[config.mk]
export PLATFORM = sky130hd
export DESIGN_NAME = fp_mant_mult_seq
export DESIGN_NICKNAME = d
export VERILOG_FILES = /design/src/rtl/fp_mant_mult_seq.sv
export SDC_FILE = /design/constraint.sdc
export NUM_CORES = 1
export LEC_CHECK = 0
export BUFFER_PORTS_ARGS = -buffer_cell sky130_fd_sc_hd__buf_2
export CORE_MARGIN = 2
export CORE_UTILIZATION = 60
export CTS_CLUSTER_DIAMETER = 150
export DETAILED_ROUTE_END_ITERATION = 10
export PLACE_DENSITY = 0.84
export SKIP_CTS_REPAIR_TIMING = 1
export SLEW_MARGIN = 20
export SYNTH_ARGS = -nofsm -noshare
export SYNTH_HDL_FRONTEND = slang
export SYNTH_SLANG_ARGS = --single-unit
[constraint.sdc]
create_clock -name clk -period 4.8 [get_ports clk]
set_input_delay 0.96 -clock clk [delete_from_list [all_inputs] [get_ports clk]]
set_output_delay 0.96 -clock clk [all_outputs]
set_load 0.05 [all_outputs]
[src/rtl/fp_mant_mult_seq.sv]
// Iterative shift-and-add significand multiplier: {1,a_mant} * {1,b_mant} -> 48-bit unrounded product.
// Define FP_MANT_MULT_RADIX4_EN for the radix-4 iteration (half the latency, identical products).
module fp_mant_mult_seq #(
  parameter int MANT_W = 23
) (
  input  logic                      clk,
  input  logic                      rst_n,
  input  logic                      in_valid,
  output logic                      in_ready,
  input  logic [MANT_W-1:0]         a_mant,
  input  logic [MANT_W-1:0]         b_mant,
  output logic                      out_valid,
  input  logic                      out_ready,
  output logic [2*(MANT_W+1)-1:0]   product,
  output logic                      busy,
  output logic [1:0]                state_dbg
);

  localparam int SIG_W  = MANT_W + 1;
  localparam int PROD_W = 2 * SIG_W;
`ifdef FP_MANT_MULT_RADIX4_EN
  localparam int STEPS  = SIG_W / 2;
`else
  localparam int STEPS  = SIG_W;
`endif
  localparam int CNT_W  = $clog2(STEPS + 1);
  localparam logic [CNT_W-1:0] LAST_CNT = CNT_W'(STEPS - 1);

  // Handshake: a transfer happens on a rising edge where valid && ready are both high;
  // in_ready is high only in IDLE, out_valid only in DONE, and both are pure state decodes.
  typedef enum logic [1:0] {
    S_IDLE = 2'd0,
    S_BUSY = 2'd1,
    S_DONE = 2'd2
  } state_t;

  state_t             state_q, state_d;
  logic [SIG_W-1:0]   mcand_q;
  logic [SIG_W-1:0]   mplier_q;
  logic [SIG_W-1:0]   acc_q;
  logic [CNT_W-1:0]   cnt_q;
  logic               load;
  logic               step;

  always_ff @(posedge clk or negedge rst_n) begin
    if (!rst_n) state_q <= S_IDLE;
    else        state_q <= state_d;
  end

  always_comb begin
    state_d   = state_q;
    in_ready  = 1'b0;
    out_valid = 1'b0;
    busy      = 1'b0;
    load      = 1'b0;
    step      = 1'b0;
    case (state_q)
      S_IDLE: begin
        in_ready = 1'b1;
        if (in_valid) begin
          load    = 1'b1;
          state_d = S_BUSY;
        end
      end
      S_BUSY: begin
        busy = 1'b1;
        step = 1'b1;
        if (cnt_q == LAST_CNT) state_d = S_DONE;
      end
      S_DONE: begin
        busy      = 1'b1;
        out_valid = 1'b1;
        if (out_ready) state_d = S_IDLE;
      end
      default: state_d = S_IDLE;
    endcase
  end

  assign state_dbg = state_q;

`ifdef FP_MANT_MULT_RADIX4_EN
  if ((SIG_W % 2) != 0) begin : g_sig_w_odd
    $error("radix-4 iteration needs an even significand width");
  end

  // 3x multiplicand is formed once at accept so each iteration is a single add.
  logic [SIG_W+1:0] mcand3_q;
  logic [SIG_W+1:0] addend;
  logic [SIG_W+1:0] sum;

  always_comb begin
    case (mplier_q[1:0])
      2'd0:    addend = '0;
      2'd1:    addend = {2'b00, mcand_q};
      2'd2:    addend = {1'b0, mcand_q, 1'b0};
      default: addend = mcand3_q;
    endcase
    sum = {2'b00, acc_q} + addend;
  end

  always_ff @(posedge clk or negedge rst_n) begin
    if (!rst_n) mcand3_q <= '0;
    else if (load) mcand3_q <= {2'b00, 1'b1, a_mant} + {1'b0, 1'b1, a_mant, 1'b0};
  end
`else
  logic [SIG_W:0] sum;

  assign sum = {1'b0, acc_q} + {1'b0, (mplier_q[0] ? mcand_q : {SIG_W{1'b0}})};
`endif

  always_ff @(posedge clk or negedge rst_n) begin
    if (!rst_n) begin
      mcand_q  <= '0;
      mplier_q <= '0;
      acc_q    <= '0;
      cnt_q    <= '0;
    end else if (load) begin
      mcand_q  <= {1'b1, a_mant};
      mplier_q <= {1'b1, b_mant};
      acc_q    <= '0;
      cnt_q    <= '0;
    end else if (step) begin
      // The carry of the add lands in acc's MSB as {sum,mplier} shifts right.
`ifdef FP_MANT_MULT_RADIX4_EN
      acc_q    <= sum[SIG_W+1:2];
      mplier_q <= {sum[1:0], mplier_q[SIG_W-1:2]};
`else
      acc_q    <= sum[SIG_W:1];
      mplier_q <= {sum[0], mplier_q[SIG_W-1:1]};
`endif
      cnt_q    <= cnt_q + 1'b1;
    end
  end

  assign product = (state_q == S_DONE) ? {acc_q, mplier_q} : {PROD_W{1'b0}};

endmodule

After elaboration in Yosys (flattened, before gate mapping). Cells that the tools add are included.

Flip-flop bits (word level): 79. Bits of input ports: 50. Output and inout bits: 53. Word-level logic and storage cells: 35.

Add/subtract/negate cells: 2. Equality and inequality tests: 6. Mux-type cells: 18. Reductions and logical operators: 4.

Operators by type and width (count): two-way mux 24 bit (5); two-way mux 48 bit (1); adder 24 x 24 -> 25 bit (1); two-way mux 5 bit (2); two-way mux 1 bit (6); two-way mux 2 bit (3); inequality test 2 bit (second input constant) (3); case mux 2 bit (3 select lines) (1); adder 5 x 1 -> 5 bit (second input constant) (1); equality test 5 bit (second input constant) (1); AND reduction 3 bit (1); equality test 2 x 1 -> 1 bit (second input constant) (1); equality test 2 bit (second input constant) (1); zero test 2 bit (1); nonzero test 2 bit (1); OR reduction 2 bit (1).

Logic depth before layout (Yosys ltp). Gate-level depths: netlist (run 1).

Word-level depth: 4. Depth in mapped cells: 11. Depth with buffers taken out: 11.

Worst setup path before layout (run 1). OpenSTA, ideal clock, no wires.

Path type: register to output. Start: register state_q[1] (netlist: state_dbg[1]). End: output product[16]. Arrival time: 2.170 ns. Required time: 3.840 ns. Path slack: 1.670 ns. Cell stages (with the launch flop): 5. Path buffers: 2. Cells stage by stage: dfrtp_1 -> ha_1 -> clkbuf_1 -> clkbuf_1 -> and2_1.

Word-level cells in the longest chain between the ends: 2.

RTL lines: from (decl) (RTL line 37) `state_t state_q, state_d;`; from (signal assigned) (RTL line 47) `else state_q <= state_d;`; equality test 2 bit (RTL line 135) `assign product = (state_q == S_DONE) ? {acc_q, mplier_q} : {PROD_W{1'b0}};`; two-way mux 48 bit (RTL line 135); to (decl) (RTL line 14) `output logic [2*(MANT_W+1)-1:0] product,`.

No other way between the ends.

Worst setup path in the final report (run 1).
Start: register mplier_q[0]. End: register acc_q[23].

Word-level cells in the longest chain between the ends: 4.

RTL lines: from (decl) (RTL line 39) `logic [SIG_W-1:0] mplier_q;`; from (signal assigned) (RTL line 119) `mplier_q <= {1'b1, b_mant};`; from (signal assigned) (RTL line 129) `mplier_q <= {sum[0], mplier_q[SIG_W-1:1]};`; two-way mux 24 bit (RTL line 108) `assign sum = {1'b0, acc_q} + {1'b0, (mplier_q[0] ? mcand_q : {SIG_W{1'b0}})};`; adder 24 x 24 -> 25 bit (RTL line 108); two-way mux 24 bit (RTL line 122) `end else if (step) begin`; two-way mux 24 bit (RTL line 117) `end else if (load) begin`; to (signal assigned) (RTL line 128) `acc_q <= sum[SIG_W:1];`; to (decl) (RTL line 40) `logic [SIG_W-1:0] acc_q;`.

No other way between the ends. The select of a mux whose other input is x is not followed. A chain may end at the register's enable or synchronous reset.

==> flow_summary.yaml, run 1 <==
placed_design:
  hpwl_um: 7730
  port_buffers: 102
  post-place-ws_ns: 1.70
  gp_congestion: 0.895
worst_setup_path:
  end_kind: "flip-flop"
  r2r_end: "acc_q[23]$_DFFE_PN0P_"
  arrival_ns: 3.36
  worstPathRequired_ns: 5.06
  r2r_setup_slack_ns: 1.70
  reg2reg_depth: 11
  startpoint_type: "flip-flop"
  crit_fanout: 26
  worstSetupPathType: "flip-flop to flip-flop"
  r2r_start: "mplier_q[0]$_DFFE_PN0P_"
global_route:
  grtUsageTotal: 0.264
  overflow: 0
  grt_antenna_before_repair: 0
  grt_first_pass_wirelength_um: 18900
  grt_pass1_vias: 4134
  grt_max_degree: 80
sta:
  fin_crit_ns: 3.10
  rsz0062_at_grt: "false"
  tns_ns: 0
  worst_slew_pin_slew_ns: 0.804
  finClkSkew_ns: 0.0103
  fin_ws_ns: 1.70
  drv_slew: 0
  setup_violations: 0
  hold_violations: 0
  whs_ns: 0.462
  max_slew_margin: 0.464
  timing.fmax_mhz: 323
  fin_crit_sh: 0.645
min_path:
  holdPathEnd: "mcand_q[23]$_DFFE_PN0P_"
  min_path_cells: 1
  worstHoldPathType: "flip-flop to flip-flop"
  hold_path.startpoint: "mcand_q[23]$_DFFE_PN0P_"
detailed_routing:
  via_per_inst: 5.62
  vias: 4215
  antenna_left: 0
  initialDrtViolationCount: 183
  drt-total-wl_um: 11100
  drt_first_pass_iters: 4
  drc: 0
  drt-wirelength-per-cell_um: 14.7
floorplanning:
  die-width_um: 94.5
  core_mm2: 0.00785
  die_h_um: 94.5
  die-area_mm2: 0.00892
  rows: 32
  start_util: 0.626
  io_pins: 103
final_layout:
  area_growth_syn_to_layout_pct: 14.7
  post-route-util: 0.718
  num-nets-final: 722
  diodes: 0
  drive_gt1_frac: 0.205
synth:
  syn-instance-count: 561
  synth_area_mm2: 0.00491
  postSynth.asyncResetShare: 1.00
  synth_flop_cell: "dfrtp_1"
  yosys.area.top_type: "dfrtp_1"
  synth_area_leaders: "dfrtp_1 40%, and2_1 9.0%, nand2_1 8.8%, mux2i_1 7.3%, ha_1 7.1%"
  synthDistinctLibCells: 43
  synth_top_area_frac: 0.403
  synth-edff-count: 0
  syn_nets: 640
  yosysWarnings: 0
  synth_common_cells: "115 x nand2_1, 79 x dfrtp_1, 71 x and2_1"
  ys_seq_area_frac: 0.403
  post-synth-top-count-cell: "nand2_1"
  syn_avg_cell_area_um2: 8.75
  ys_ff_latch: 79
clock_tree:
  root_buffer: "clkbuf_8"
  cts_tree: "built"
  cts_sinks: 79
  clk_pin_slew_ns: 0.08
  cts_buffer_depth: 2
  h-tree-depth: 3
  cts-buffers-inserted: 9
  clock_latency_ns: 0.36
power:
  power_density_mw_per_mm2: 572
  peakVddDrop_mv: 0.262
  p_leak_nw: 2.92
run:
  maxCapViolCount: 0
run_status:
  run_status: "completed"
## worst max path at each step
stage                        startpoint                     to  slack, ns  cells after the start
6_report        mplier_q[0]$_DFFE_PN0P_  acc_q[23]$_DFFE_PN0P_       1.70                     11
5_1_grt         mplier_q[0]$_DFFE_PN0P_  acc_q[23]$_DFFE_PN0P_       1.39                     11
4_1_cts         mplier_q[0]$_DFFE_PN0P_  acc_q[23]$_DFFE_PN0P_       1.68                     11
3_5_place_dp    mplier_q[0]$_DFFE_PN0P_  acc_q[23]$_DFFE_PN0P_       1.70                     11
3_3_place_gp   state_dbg[0]$_DFFE_PN0P_            product[24]       1.78                      4
2_1_floorplan  state_dbg[1]$_DFFE_PN0P_            product[16]       1.67                      4
## cell families after synthesis
group	count (synthesis)	share of synthesized area
fa+ha+maj	29	0.0754
mux	36	0.0734
simple gates	237	0.228
xor+xnor	25	0.0446
buf+inv	46	0.0364
flops	79	0.403
compound gates	109	0.140
## layout by cell type (no fill, tap or decap), types with 5 or more instances in the layout
cell type	n
o21ai_0	41
buf_2	101
dfrtp_1	79
a21oi_1	25
inv_1	12
clkbuf_8	10
xor2_1	12
ha_1	26
xnor2_1	13
nor2_1	30
and2_1	70
a211oi_1	8
mux2i_1	36
a21o_1	5
o21ai_1	5
nand2_1	115
## critical path, stage by stage (launching register included)
cell	delay (ns)
dfrtp_1	0.81
and2_1	0.23
ha_1	0.18
inv_1	0.06
fa_1	0.39
nand2b_1	0.19
a21oi_2	0.14
o21ai_1	0.11
o21a_4	0.23
o41ai_2	0.35
a21oi_1	0.11
a211oi_1	0.19
## power by group
| part | switching [mW] | leakage (nW) | internal [mW] |
|---|---|---|---|
| Clock | 0.257 | 0.0861 | 0.206 |
| Sequential | 0.224 | 0.991 | 0.961 |
| Combinational | 0.933 | 1.84 | 0.638 |
| Total | 1.41 | 2.92 | 1.80 |
## sequential cells by signal (all words and copies together) (netlist names)
register,count
acc_q,24
cnt_q,5
mcand_q,24
mplier_q,24
state_dbg,2
## metal layers
metal	wire, um	vias up	part of all wire	track usage
met5	0	-	0	0
met4	245	0	0.022	0.0954
met3	668	20	0.060	0.0630
met2	5290	138	0.48	0.430
met1	4860	2011	0.44	0.346
li1	-	2046	-	-
## metrics by stage
step	instance area (um^2)	cells	power, mW
floorplan	4910	561	2.39
global placement	5440	734	2.67
detailed placement	5450	734	2.75
CTS	5630	750	3.23
global route	5630	750	3.49
finish	5630	750	3.22
## area by class of cell
cell class              instances  area [um^2]
clock buffers                  11          141
clock inverters                 5         41.3
fillers                       612         2220
inverters                      12         45.0
multi-input cells             436         2760
flip-flops and latches         79         1980
well taps                     102          128
repair buffers                105          539
Note: power is estimated with default switching activity, not from simulation.
==> run 2: changes to the inputs <==
--- a/config.mk
+++ b/config.mk
@@ -7,10 +7,10 @@
 export LEC_CHECK = 0
 export BUFFER_PORTS_ARGS = -buffer_cell sky130_fd_sc_hd__buf_2
 export CORE_MARGIN = 2
-export CORE_UTILIZATION = 60
+export CORE_UTILIZATION = 55
 export CTS_CLUSTER_DIAMETER = 150
 export DETAILED_ROUTE_END_ITERATION = 10
-export PLACE_DENSITY = 0.84
+export PLACE_DENSITY = 0.78
 export SKIP_CTS_REPAIR_TIMING = 1
 export SLEW_MARGIN = 20
 export SYNTH_ARGS = -nofsm -noshare
==> constraint.sdc (replaced) <==
create_clock -name clk -period 2.9 [get_ports clk]
set_input_delay 0.58 -clock clk [delete_from_list [all_inputs] [get_ports clk]]
set_output_delay 0.58 -clock clk [all_outputs]
set_load 0.05 [all_outputs]
==> run 2 against run 1 <==
Flip-flop and latch count unchanged; final cell count up 1.3%; worst hold slack worse by 0.20 ns; maximum frequency up 19%; critical endpoint unchanged; highest routed layer unchanged.
==> flow_summary.yaml, run 2 (synthesis results as in run 1) <==
worst_setup_path:
  worstPathRequired_ns: 3.16
  critPathSlowestCell: "fa_1"
  worstSetupPathType: "flip-flop to flip-flop"
  worst-path-buf-inv: 1
  cp_top_family: "compound AO/OA/AOI/OAI gates"
  cpPeakStageDelay_ns: 0.45
  startpoint_type: "flip-flop"
  end_kind: "flip-flop"
  path_cells: "buf_4, nand2_1, fa_1, nand2b_1, a21oi_2, o21ai_1, o21a_4, o41ai_2, a21oi_1, a211oi_1"
  arrival_ns: 2.85
  crit_fanout: 25
sta:
  tns_ns: 0
  hold_violations: 0
  max_slew_margin: 0.516
  drv_slew: 0
  fin_crit_sh: 0.895
  fin_crit_ns: 2.60
  whs_ns: 0.264
  rsz0062_at_grt: "false"
  finClkSkew_ns: 0.00897
  timing.fmax_mhz: 385
  worst_slew_pin_slew_ns: 0.724
  setup_violations: 0
clock_tree:
  cts_sinks: 79
  clock_latency_ns: 0.34
  cts_tree: "built"
  cts_buffer_depth: 2
  cts-buffers-inserted: 9
  clk_pin_slew_ns: 0.08
  root_buffer: "clkbuf_8"
  h-tree-depth: 3
run_status:
  run_status: "completed"
floorplanning:
  die_h_um: 98.5
  rows: 34
  die-area_mm2: 0.00970
  io_pins: 103
  core_mm2: 0.00868
  start_util: 0.566
  die-width_um: 98.5
global_route:
  use_met3: 0.0674
  overflow: 0
  gr-usage-met2: 0.393
  grt.met1_usage: 0.306
  grtUsageTotal: 0.236
  grt_pass1_vias: 4223
  grt_busiest_layer: "met2"
  grt_max_degree: 80
  grt_antenna_before_repair: 0
  grt_first_pass_wirelength_um: 19100
power:
  peakVddDrop_mv: 0.569
  power_density_mw_per_mm2: 956
  p_leak_nw: 2.98
final_layout:
  reg_top3: "acc_q x24, mcand_q x24, mplier_q x24"
  layout_commonest_cell: "nand2_1"
  layoutNonFillerInstCount: 760
  final_cell_mix: "115 x nand2_1, 101 x buf_2, 79 x dfrtp_1"
  drive_gt1_frac: 0.210
  num-nets-final: 727
  diodes: 0
  area_growth_syn_to_layout_pct: 16.5
detailed_routing:
  vias: 4098
  drc: 0
  via_per_inst: 5.39
  drt_first_pass_iters: 4
  drt-total-wl_um: 10900
  drt-wirelength-per-cell_um: 14.3
  antenna_left: 0
  initialDrtViolationCount: 166
min_path:
  worstHoldPathType: "input port to async pin"
run:
  maxCapViolCount: 0
placed_design:
  gp_congestion: 0.905
  dpl.cell_count: 745
  hpwl_um: 7750
  port_buffers: 102
## run 2: cell types whose count changed in the layout (fill, tap and decap cells not counted)
| cell | delta |
|---|---|
| bufinv_16 | +2 |
| clkbuf_8 | +2 |
| clkinv_2 | +1 |
| inv_6 | -1 |
| ha_1 | +1 |
| clkinvlp_4 | -2 |
| ha_2 | -1 |
| buf_4 | +5 |
| clkbuf_1 | -1 |
| clkinv_4 | -2 |
## run 2: routing by layer
| metal | routed length (um) | part of all wire | vias up |
|---|---|---|---|
| li1 | - | - | 2052 |
| met2 | 5100 | 0.47 | 130 |
| met1 | 4930 | 0.45 | 1906 |
| met5 | 0 | 0 | - |
| met3 | 755 | 0.070 | 10 |
| met4 | 72 | 0.0066 | 0 |
## run 2: path summary, 6_finish.rpt
path                       cells after the start                    start  slack, ns                 endpoint
max                                           10  mplier_q[0]$_DFFE_PN0P_       0.30    acc_q[23]$_DFFE_PN0P_
max in group asynchronous                      1                    rst_n       2.13     cnt_q[0]$_DFFE_PN0P_
min in group clk                               3                a_mant[8]       0.42   mcand_q[8]$_DFFE_PN0P_
max reg2reg                                   10  mplier_q[0]$_DFFE_PN0P_       0.30    acc_q[23]$_DFFE_PN0P_
min                                            1                    rst_n       0.26   mcand_q[8]$_DFFE_PN0P_
min reg2reg                                    1  mcand_q[23]$_DFFE_PN0P_       0.47  mcand_q[23]$_DFFE_PN0P_
## run 2: cell type report
class	instances	area, um^2
Clock buffer	12	165
Clock inverter	3	65.1
Fill cell	749	2960
Inverter	12	45.0
Multi-Input combinational cell	436	2760
Sequential cell	79	1980
Tap cell	108	135
Timing Repair Buffer	110	577
## run 2: power breakdown
part	switching, mW	internal, mW
registers	0.335	1.59
logic	1.54	1.07
clock network	0.392	0.550
## run 2: through the flow
stage	setup slack (ns)	cell area [um^2]	total power [mW]	utilization
final	0.303	5720	5.47	0.659
after global routing	0.0167	5720	5.97	0.659
after CTS	0.278	5720	5.51	0.659
after detailed placement	0.286	5490	4.55	0.632
after global placement	0.419	5490	4.45	0.632
after floorplan	0.150	4910	3.96	-
